<file path="src/rtl/vpu_src_burst_controller_pkg.sv">
// Shared definitions for the VPU source burst controller: default SRAM
// geometry, the burst FSM state type and operand-address split helpers.
package vpu_src_burst_controller_pkg;

    localparam int SRAM_BANK_CNT_LG2   = 3;
    localparam int SRAM_BANK_DEPTH_LG2 = 10;
    localparam int SRAM_DATA_WIDTH     = 256;

    typedef enum logic [1:0] {
        S_IDLE  = 2'd0,
        S_ISSUE = 2'd1,
        S_DRAIN = 2'd2
    } src_burst_state_t;

    // Bank index: everything above the row field.
    function automatic logic [31:0] get_bank_id(input logic [31:0] addr, input int depth_lg2);
        return addr >> depth_lg2;
    endfunction

    // Row index within the bank: the low depth_lg2 bits.
    function automatic logic [31:0] get_raddr(input logic [31:0] addr, input int depth_lg2);
        return addr & ((32'd1 << depth_lg2) - 32'd1);
    endfunction

endpackage

</file>
<file path="src/rtl/vpu_src_burst_controller_if.sv">
// Handshake bundle of one VPU source port: burst command, operand queue
// push/pop and the SRAM read port. The slave modport is the engine's view.
interface vpu_src_burst_controller_if #(
    parameter int ADDR_W    = 16,
    parameter int BANK_LG2  = 3,
    parameter int DEPTH_LG2 = 10,
    parameter int DATA_W    = 256,
    parameter int LEN_W     = 4
);
    logic                 valid_i;
    logic [ADDR_W-1:0]    raddr_i;
    logic [LEN_W-1:0]     rlen_i;
    logic                 ready_o;

    logic                 fifo_pop_i;
    logic [DATA_W-1:0]    fifo_wdata_o;
    logic                 fifo_wren_o;

    logic                 sram_req_o;
    logic [BANK_LG2-1:0]  sram_rid_o;
    logic [DEPTH_LG2-1:0] sram_addr_o;
    logic                 sram_reb_o;
    logic                 sram_rlast_o;
    logic                 sram_ack_i;
    logic                 sram_rvalid_i;
    logic [DATA_W-1:0]    sram_rdata_i;

    modport slave (
        input  valid_i, raddr_i, rlen_i, fifo_pop_i,
        input  sram_ack_i, sram_rvalid_i, sram_rdata_i,
        output ready_o, fifo_wdata_o, fifo_wren_o,
        output sram_req_o, sram_rid_o, sram_addr_o, sram_reb_o, sram_rlast_o
    );

    modport master (
        output valid_i, raddr_i, rlen_i, fifo_pop_i,
        output sram_ack_i, sram_rvalid_i, sram_rdata_i,
        input  ready_o, fifo_wdata_o, fifo_wren_o,
        input  sram_req_o, sram_rid_o, sram_addr_o, sram_reb_o, sram_rlast_o
    );

endinterface

</file>
<file path="src/rtl/vpu_src_burst_controller_credit_counter.sv">
// Bounded up/down counter. An increment at MAX or a decrement at zero is
// dropped and reported on err for that cycle; the other event still applies.
module vpu_credit_counter #(
    parameter int W    = 3,
    parameter int MAX  = 4,
    parameter int INIT = 0
) (
    input  logic         clk,
    input  logic         rst_n,
    input  logic         inc,
    input  logic         dec,
    output logic [W-1:0] count,
    output logic [W-1:0] count_nxt,
    output logic         err
);
    localparam logic [W-1:0] MAX_V  = W'(MAX);
    localparam logic [W-1:0] INIT_V = W'(INIT);

    logic at_max;
    logic at_zero;
    logic inc_ok;
    logic dec_ok;

    // Filter illegal events and form the next count.
    always_comb begin
        at_max    = (count == MAX_V);
        at_zero   = (count == '0);
        inc_ok    = inc & ~at_max;
        dec_ok    = dec & ~at_zero;
        err       = (inc & at_max) | (dec & at_zero);
        count_nxt = count;
        if (inc_ok & ~dec_ok) begin
            count_nxt = count + 1'b1;
        end else if (dec_ok & ~inc_ok) begin
            count_nxt = count - 1'b1;
        end
    end

    // Count register.
    always_ff @(posedge clk) begin
        if (!rst_n) begin
            count <= INIT_V;
        end else begin
            count <= count_nxt;
        end
    end

endmodule

</file>
<file path="src/rtl/vpu_src_burst_controller.sv">
// Operand-fetch engine for one VPU source port: turns a burst command into
// consecutive SRAM row reads, forwarding returned rows to the operand queue
// under credit-based flow control.
//
// state   | meaning
// --------+-------------------------------------------------------------
// S_IDLE  | waiting for a command; done when nothing is outstanding
// S_ISSUE | issuing row reads, paused while no queue credit is left
// S_DRAIN | all beats issued, waiting for the remaining read returns
module vpu_src_burst_controller
    import vpu_src_burst_controller_pkg::*;
#(
    parameter int ADDR_W    = 16,
    parameter int BANK_LG2  = SRAM_BANK_CNT_LG2,
    parameter int DEPTH_LG2 = SRAM_BANK_DEPTH_LG2,
    parameter int DATA_W    = SRAM_DATA_WIDTH,
    parameter int LEN_W     = 4,
    parameter int CREDITS   = 4
) (
    input  logic clk,
    input  logic rst_n,
    input  logic start_i,
    output logic done_o,
    output logic err_o,
    vpu_src_burst_controller_if.slave bus
);
    localparam int CNT_W = $clog2(CREDITS + 1);

    src_burst_state_t     state_q;
    src_burst_state_t     state_d;
    logic [BANK_LG2-1:0]  bank_q;
    logic [DEPTH_LG2-1:0] row_q;
    logic [LEN_W-1:0]     beats_q;
    logic                 req_q;
    logic                 req_d;
    logic                 req_live;
    logic                 accept;
    logic                 ready;
    logic                 done;
    logic                 beat;
    logic                 last_beat;
    logic                 err_q;

    logic [ADDR_W-1:0]    cmd_addr;
    logic [BANK_LG2-1:0]  cmd_bank;
    logic [DEPTH_LG2-1:0] cmd_row;
    logic [DATA_W-1:0]    rdata;

    logic [CNT_W-1:0]     credits;
    logic [CNT_W-1:0]     credits_nxt;
    logic                 credits_err;
    logic [CNT_W-1:0]     outstanding;
    logic [CNT_W-1:0]     outstanding_nxt;
    logic                 outstanding_err;

    assign cmd_addr = bus.raddr_i;
    assign cmd_bank = BANK_LG2'(get_bank_id(32'(cmd_addr), DEPTH_LG2));
    assign cmd_row  = DEPTH_LG2'(get_raddr(32'(cmd_addr), DEPTH_LG2));

    // req_q already implies a credit was available; the extra term keeps a
    // request from ever going out against an empty credit pool.
    assign req_live  = req_q & (credits != '0);
    assign beat      = req_live & bus.sram_ack_i;
    assign last_beat = beat & (beats_q == '0);

    assign bus.sram_req_o   = req_live;
    assign bus.sram_rid_o   = req_live ? bank_q : '0;
    assign bus.sram_addr_o  = req_live ? row_q : '0;
    assign bus.sram_reb_o   = ~req_live;
    assign bus.sram_rlast_o = req_live & (beats_q == '0);

    assign rdata            = bus.sram_rdata_i;
    assign bus.fifo_wdata_o = rdata;
    assign bus.fifo_wren_o  = bus.sram_rvalid_i;

    assign bus.ready_o = ready;
    assign done_o      = done;
    assign err_o       = err_q;

    vpu_credit_counter #(
        .W    (CNT_W),
        .MAX  (CREDITS),
        .INIT (CREDITS)
    ) u_credits (
        .clk       (clk),
        .rst_n     (rst_n),
        .inc       (bus.fifo_pop_i),
        .dec       (beat),
        .count     (credits),
        .count_nxt (credits_nxt),
        .err       (credits_err)
    );

    vpu_credit_counter #(
        .W    (CNT_W),
        .MAX  (CREDITS),
        .INIT (0)
    ) u_outstanding (
        .clk       (clk),
        .rst_n     (rst_n),
        .inc       (beat),
        .dec       (bus.sram_rvalid_i),
        .count     (outstanding),
        .count_nxt (outstanding_nxt),
        .err       (outstanding_err)
    );

    // FSM state register.
    always_ff @(posedge clk) begin
        if (!rst_n) begin
            state_q <= S_IDLE;
        end else begin
            state_q <= state_d;
        end
    end

    // Next state, command handshake and next-cycle request.
    always_comb begin
        state_d = state_q;
        req_d   = 1'b0;
        ready   = 1'b0;
        done    = 1'b0;
        accept  = 1'b0;
        case (state_q)
            S_IDLE: begin
                done  = (outstanding == '0);
                ready = start_i & (outstanding == '0);
                if (bus.valid_i & ready) begin
                    accept  = 1'b1;
                    state_d = S_ISSUE;
                    req_d   = (credits_nxt != '0);
                end
            end
            S_ISSUE: begin
                if (last_beat) begin
                    state_d = S_DRAIN;
                end else begin
                    req_d = (credits_nxt != '0);
                end
            end
            S_DRAIN: begin
                if (outstanding_nxt == '0) begin
                    state_d = S_IDLE;
                end
            end
            default: state_d = S_IDLE;
        endcase
    end

    // Burst address and beat bookkeeping; the row wraps inside its bank.
    always_ff @(posedge clk) begin
        if (!rst_n) begin
            req_q   <= 1'b0;
            bank_q  <= '0;
            row_q   <= '0;
            beats_q <= '0;
        end else begin
            req_q <= req_d;
            if (accept) begin
                bank_q  <= cmd_bank;
                row_q   <= cmd_row;
                beats_q <= bus.rlen_i;
            end else if (beat) begin
                row_q   <= row_q + 1'b1;
                beats_q <= beats_q - 1'b1;
            end
        end
    end

    // Sticky protocol error: stray read return or pop with no entry issued.
    always_ff @(posedge clk) begin
        if (!rst_n) begin
            err_q <= 1'b0;
        end else if (credits_err | outstanding_err) begin
            err_q <= 1'b1;
        end
    end

endmodule

</file>
<file path="src/flat_wrapper.sv">
// flat-port wrapper written by rule: the top's interface ports become plain ports
module vpu_src_burst_controller_flat import vpu_src_burst_controller_pkg::*;
#(
    parameter int ADDR_W    = 16,
    parameter int BANK_LG2  = SRAM_BANK_CNT_LG2,
    parameter int DEPTH_LG2 = SRAM_BANK_DEPTH_LG2,
    parameter int DATA_W    = SRAM_DATA_WIDTH,
    parameter int LEN_W     = 4,
    parameter int CREDITS   = 4
)
  (clk, rst_n, start_i, done_o, err_o, bus_valid_i, bus_raddr_i, bus_rlen_i, bus_fifo_pop_i, bus_sram_ack_i, bus_sram_rvalid_i, bus_sram_rdata_i, bus_ready_o, bus_fifo_wdata_o, bus_fifo_wren_o, bus_sram_req_o, bus_sram_rid_o, bus_sram_addr_o, bus_sram_reb_o, bus_sram_rlast_o);
  vpu_src_burst_controller_if #(.ADDR_W(ADDR_W), .BANK_LG2(BANK_LG2), .DEPTH_LG2(DEPTH_LG2), .DATA_W(DATA_W), .LEN_W(LEN_W)) bus_i ();
  input  logic clk;
  input  logic rst_n;
  input  logic start_i;
  output logic done_o;
  output logic err_o;
  input wire logic [$bits(bus_i.valid_i)-1:0] bus_valid_i;
  input wire logic [$bits(bus_i.raddr_i)-1:0] bus_raddr_i;
  input wire logic [$bits(bus_i.rlen_i)-1:0] bus_rlen_i;
  input wire logic [$bits(bus_i.fifo_pop_i)-1:0] bus_fifo_pop_i;
  input wire logic [$bits(bus_i.sram_ack_i)-1:0] bus_sram_ack_i;
  input wire logic [$bits(bus_i.sram_rvalid_i)-1:0] bus_sram_rvalid_i;
  input wire logic [$bits(bus_i.sram_rdata_i)-1:0] bus_sram_rdata_i;
  output wire logic [$bits(bus_i.ready_o)-1:0] bus_ready_o;
  output wire logic [$bits(bus_i.fifo_wdata_o)-1:0] bus_fifo_wdata_o;
  output wire logic [$bits(bus_i.fifo_wren_o)-1:0] bus_fifo_wren_o;
  output wire logic [$bits(bus_i.sram_req_o)-1:0] bus_sram_req_o;
  output wire logic [$bits(bus_i.sram_rid_o)-1:0] bus_sram_rid_o;
  output wire logic [$bits(bus_i.sram_addr_o)-1:0] bus_sram_addr_o;
  output wire logic [$bits(bus_i.sram_reb_o)-1:0] bus_sram_reb_o;
  output wire logic [$bits(bus_i.sram_rlast_o)-1:0] bus_sram_rlast_o;
  assign bus_i.valid_i = bus_valid_i;
  assign bus_i.raddr_i = bus_raddr_i;
  assign bus_i.rlen_i = bus_rlen_i;
  assign bus_i.fifo_pop_i = bus_fifo_pop_i;
  assign bus_i.sram_ack_i = bus_sram_ack_i;
  assign bus_i.sram_rvalid_i = bus_sram_rvalid_i;
  assign bus_i.sram_rdata_i = bus_sram_rdata_i;
  assign bus_ready_o = bus_i.ready_o;
  assign bus_fifo_wdata_o = bus_i.fifo_wdata_o;
  assign bus_fifo_wren_o = bus_i.fifo_wren_o;
  assign bus_sram_req_o = bus_i.sram_req_o;
  assign bus_sram_rid_o = bus_i.sram_rid_o;
  assign bus_sram_addr_o = bus_i.sram_addr_o;
  assign bus_sram_reb_o = bus_i.sram_reb_o;
  assign bus_sram_rlast_o = bus_i.sram_rlast_o;
  vpu_src_burst_controller #(.ADDR_W(ADDR_W), .BANK_LG2(BANK_LG2), .DEPTH_LG2(DEPTH_LG2), .DATA_W(DATA_W), .LEN_W(LEN_W), .CREDITS(CREDITS)) u_core (.clk(clk), .rst_n(rst_n), .start_i(start_i), .done_o(done_o), .err_o(err_o), .bus(bus_i));
endmodule
</file>
<file path="config.mk">
export PLATFORM = sky130hd
export DESIGN_NAME = vpu_src_burst_controller_flat
export DESIGN_NICKNAME = d
export VERILOG_FILES = /design/src/rtl/vpu_src_burst_controller_pkg.sv /design/src/rtl/vpu_src_burst_controller_if.sv /design/src/rtl/vpu_src_burst_controller_credit_counter.sv /design/src/rtl/vpu_src_burst_controller.sv /design/src/flat_wrapper.sv
export SDC_FILE = /design/constraint.sdc
export NUM_CORES = 1
export LEC_CHECK = 0
export CORE_AREA = 2 2 217 219
export DETAILED_ROUTE_END_ITERATION = 8
export DIE_AREA = 0 0 219 221
export SETUP_SLACK_MARGIN = 0.1
export SYNTH_ARGS = -nofsm -noshare
export SYNTH_HDL_FRONTEND = slang
export SYNTH_SLANG_ARGS = --single-unit
</file>
<file path="constraint.sdc">
create_clock -name clk -period 2.1 [get_ports clk]
set_input_delay 0.21 -clock clk [delete_from_list [all_inputs] [get_ports clk]]
set_output_delay 0.21 -clock clk [all_outputs]
set_load 0.01 [all_outputs]
</file>
==> results <==
[report_power, final]
part | switching, mW | internal, mW
registers | 0.122 | 0.656
clock network | 0.228 | 0.265
logic | 0.875 | 0.845
[layout make-up]
type,count,area (um2)
clock buffers,3,75.1
clock inverters,1,8.76
inverters,9,33.8
well taps,607,759
repair buffers,75,724
flip-flops and latches,27,542
multi-input cells,182,1220
fillers,5454,42700
[registers in the layout, indices dropped and copies added, names as in the netlist]
name / flops
u_core.row_q: 10
u_core.beats_q: 4
u_core.bank_q: 3
u_core.u_credits.count: 3
u_core.u_outstanding.count: 3
u_core.state_q: 2
u_core.err_o: 1
u_core.req_q: 1
[worst max-delay path by stage]
stage	cells after the start	endpoint	from	slack (ps)
after detailed placement	8	bus_sram_rlast_o	u_core.u_credits.count[0]$_SDFF_PN0_	120
after CTS	9	bus_sram_rlast_o	u_core.u_credits.count[1]$_SDFF_PN0_	50
after floorplan	7	u_core.req_q$_SDFF_PN0_	u_core.u_credits.count[1]$_SDFF_PN0_	310
after global routing	7	bus_sram_addr_o[7]	u_core.u_credits.count[1]$_SDFF_PN0_	90
final	7	bus_sram_addr_o[1]	u_core.u_credits.count[1]$_SDFF_PN0_	150
after global placement	8	bus_sram_rlast_o	u_core.u_credits.count[0]$_SDFF_PN0_	90
[cells in the final DEF, fill, tap and decap left out, types with 3 or more instances in the layout]
cell type	count
buf_4	26
nand4_1	6
clkdlybuf4s50_1	25
nor2_1	22
xor2_1	8
dlygate4sd2_1	16
nor3_1	4
o21ai_1	5
buf_12	4
a211oi_1	8
a21oi_1	19
clkbuf_16	3
ha_1	7
nand2_1	18
dfxtp_1	26
xnor2_1	6
nand2b_1	8
and3_1	18
nand3_1	6
inv_1	7
a211oi_2	4
o21ai_0	4
a31oi_1	4
[through the flow]
step	utilization [%]	worst slack (ps)	std cells	total power, mW
final	7.30	155	904	2.99
after global routing	7.30	85.6	904	3.24
after CTS	7.16	53.3	902	2.98
after detailed placement	6.90	121	896	2.43
after global placement	6.90	93.0	896	2.41
after floorplan	-	313	490	2.23
[metal layers]
layer  vias to the layer above  track usage (%)  part of all wire [%]
met5                         -                0                  0.33
met4                         6             5.08                    11
met3                       146             3.33                    16
met2                       244             6.83                    41
met1                       982             4.46                    32
li1                        972                -                     -
[cells by family (layout without fill, tap and decap cells)]
logic type | count (synthesis) | count (layout) | share of synthesized area (%)
buffers and inverters | 281 | 88 | 54.3
and+or+nand+nor | 97 | 97 | 14.0
AOI/OAI and AO/OA | 60 | 60 | 10.5
DFF | 27 | 27 | 14.4
xor gates and xnor gates | 14 | 14 | 3.26
adders and majority gates | 9 | 9 | 2.99
muxes | 2 | 2 | 0.532
[worst max-delay path, cell delays in order, from the launching register on]
cell	delay, ps
dfxtp_2	330
inv_1	90
ha_2	190
nand2b_1	80
buf_4	160
buf_12	140
and3_1	190
dlygate4sd2_1	280
[timing repair]
item,4_1_cts,5_1_grt
resized for setup,25,14
gates cloned,1,0
setup buffers,1,2
setup endpoints to repair,18,16
==> metrics.md <==
| Metric | Value |
|---|---|
| Synth async-reset ratio | `0%` |
| Final ANT Viol Nets | `0` |
| Peak supply drop | `0.000265 V` |
| Synth area leader | `buf_4` |
| Hold path start | `bus_sram_rdata_i[138]` |
| R2R Setup Slk | `230 ps` |
| Worst-margin pin slew | `446 ps` |
| Clock buffer depth | `2` |
| Max-slew violation count | `0` |
| Setup Skew | `10.4 ps` |
| Crit Path Category | `reg -> out` |
| Final Cycle Share | `92.6%` |
| Post-Syn Nets | `782` |
| DRC Markers | `0` |
| Final WL | `12,600 um` |
| Leakage | `1.16 nW` |
| Yosys top cell area share | `51.5%` |
| All-Layer GR Usage | `4.85%` |
| Top post-synthesis cells by area | `buf_4 51%, dfxtp_1 14%, and3_1 3.0%` |
| Critical Path Start Type | `flop` |
| CTS tree | `done` |
| Hold path cells | `0` |
| Rel. slew slack | `70.2%` |
| CTS H-tree lvls | `1` |
| P per Cell Area | `890 mW/mm2` |
| RSZ-0062 raised after global routing | `yes` |
| R2R depth | `9` |
| Final Hold Viols | `0` |
| Initial Util | `8.17%` |
| Synthesized area per cell | `7.68 um2` |
| Final Cell Area | `0.00336 mm2` |
| WHS Endpoint | `bus_fifo_wdata_o[138]` |
| Final layout net count | `590` |
| Max Freq | `0.514 GHz` |
| Die height | `221 um` |
| CTS Hold Bufs | `0` |
| Die width | `219 um` |
| Clock buffer count from CTS | `3` |
| # setup viols final | `0` |
| Hold Crit Class | `in -> out` |
| Synthesized instance count | `490` |
| Rows | `79` |
| Number of synthesized flops with an enable pin | `0` |
| I/O pin total | `559` |
| Synth top cells by count | `258 x buf_4, 27 x dfxtp_1, 23 x nor2_1` |
| Worst EP required | `1890 ps` |
| CP Capture Type | `output pin` |
| DRT Pass-1 Iters | `4` |
| Routed via count | `2,350` |
| Global-route wire length before repair | `16,400 um` |
| Clock slew at reported path FFs | `80 ps` |
| Sequential share of the synthesized area | `14.4%` |
| CP max FO | `11` |
| Vias in the first global route | `2,297` |
| Worst reg2reg startpoint | `u_core.u_credits.count[0]$_SDFF_PN0_` |
| GRT overflow | `0` |
| N_diodes | `0` |
| Initial DRC Count | `130` |
| Count leader, synth | `buf_4` |
| Cell area after synthesis | `0.00376 mm2` |
| CTS sink cnt | `27` |
| Dpl cell area | `0.00318 mm2` |
| Largest net degree at the start of global routing | `18` |
| Core area | `0.0461 mm2` |
| Warnings from Yosys | `0` |
| Area Overhead vs Synth | `-10.7%` |
| Fraction of layout cells with a size suffix above 1 | `19.2%` |
| Post-DR wirelength/cell | `13.9 um` |
| Number of synthesized register bits | `27` |
| WHS | `420 ps` |
| Dpl hpwl | `10,300 um` |
| Post-layout min period | `1950 ps` |
| Clock root cell | `clkbuf_16` |
| Setup TNS | `0 ps` |
| Buffers on Ports | `43` |
| Skew-Pair Late Insertion Delay | `280 ps` |
| Reg2Reg Capture Point | `u_core.row_q[7]$_SDFFE_PN0P_` |
| WP data arrival | `1740 ps` |
| Synth unique cells | `47` |
| Placer Congestion | `0.732` |
| Max-Cap Viols | `0` |
| Vias per cell | `2.60` |
| Die ar. | `0.0484 mm2` |
| Synth Flop Type | `dfxtp_1` |
| Run status | `complete, no violations` |
| Initial antenna violation count | `3` |
Power figures use the tool's default switching activity.
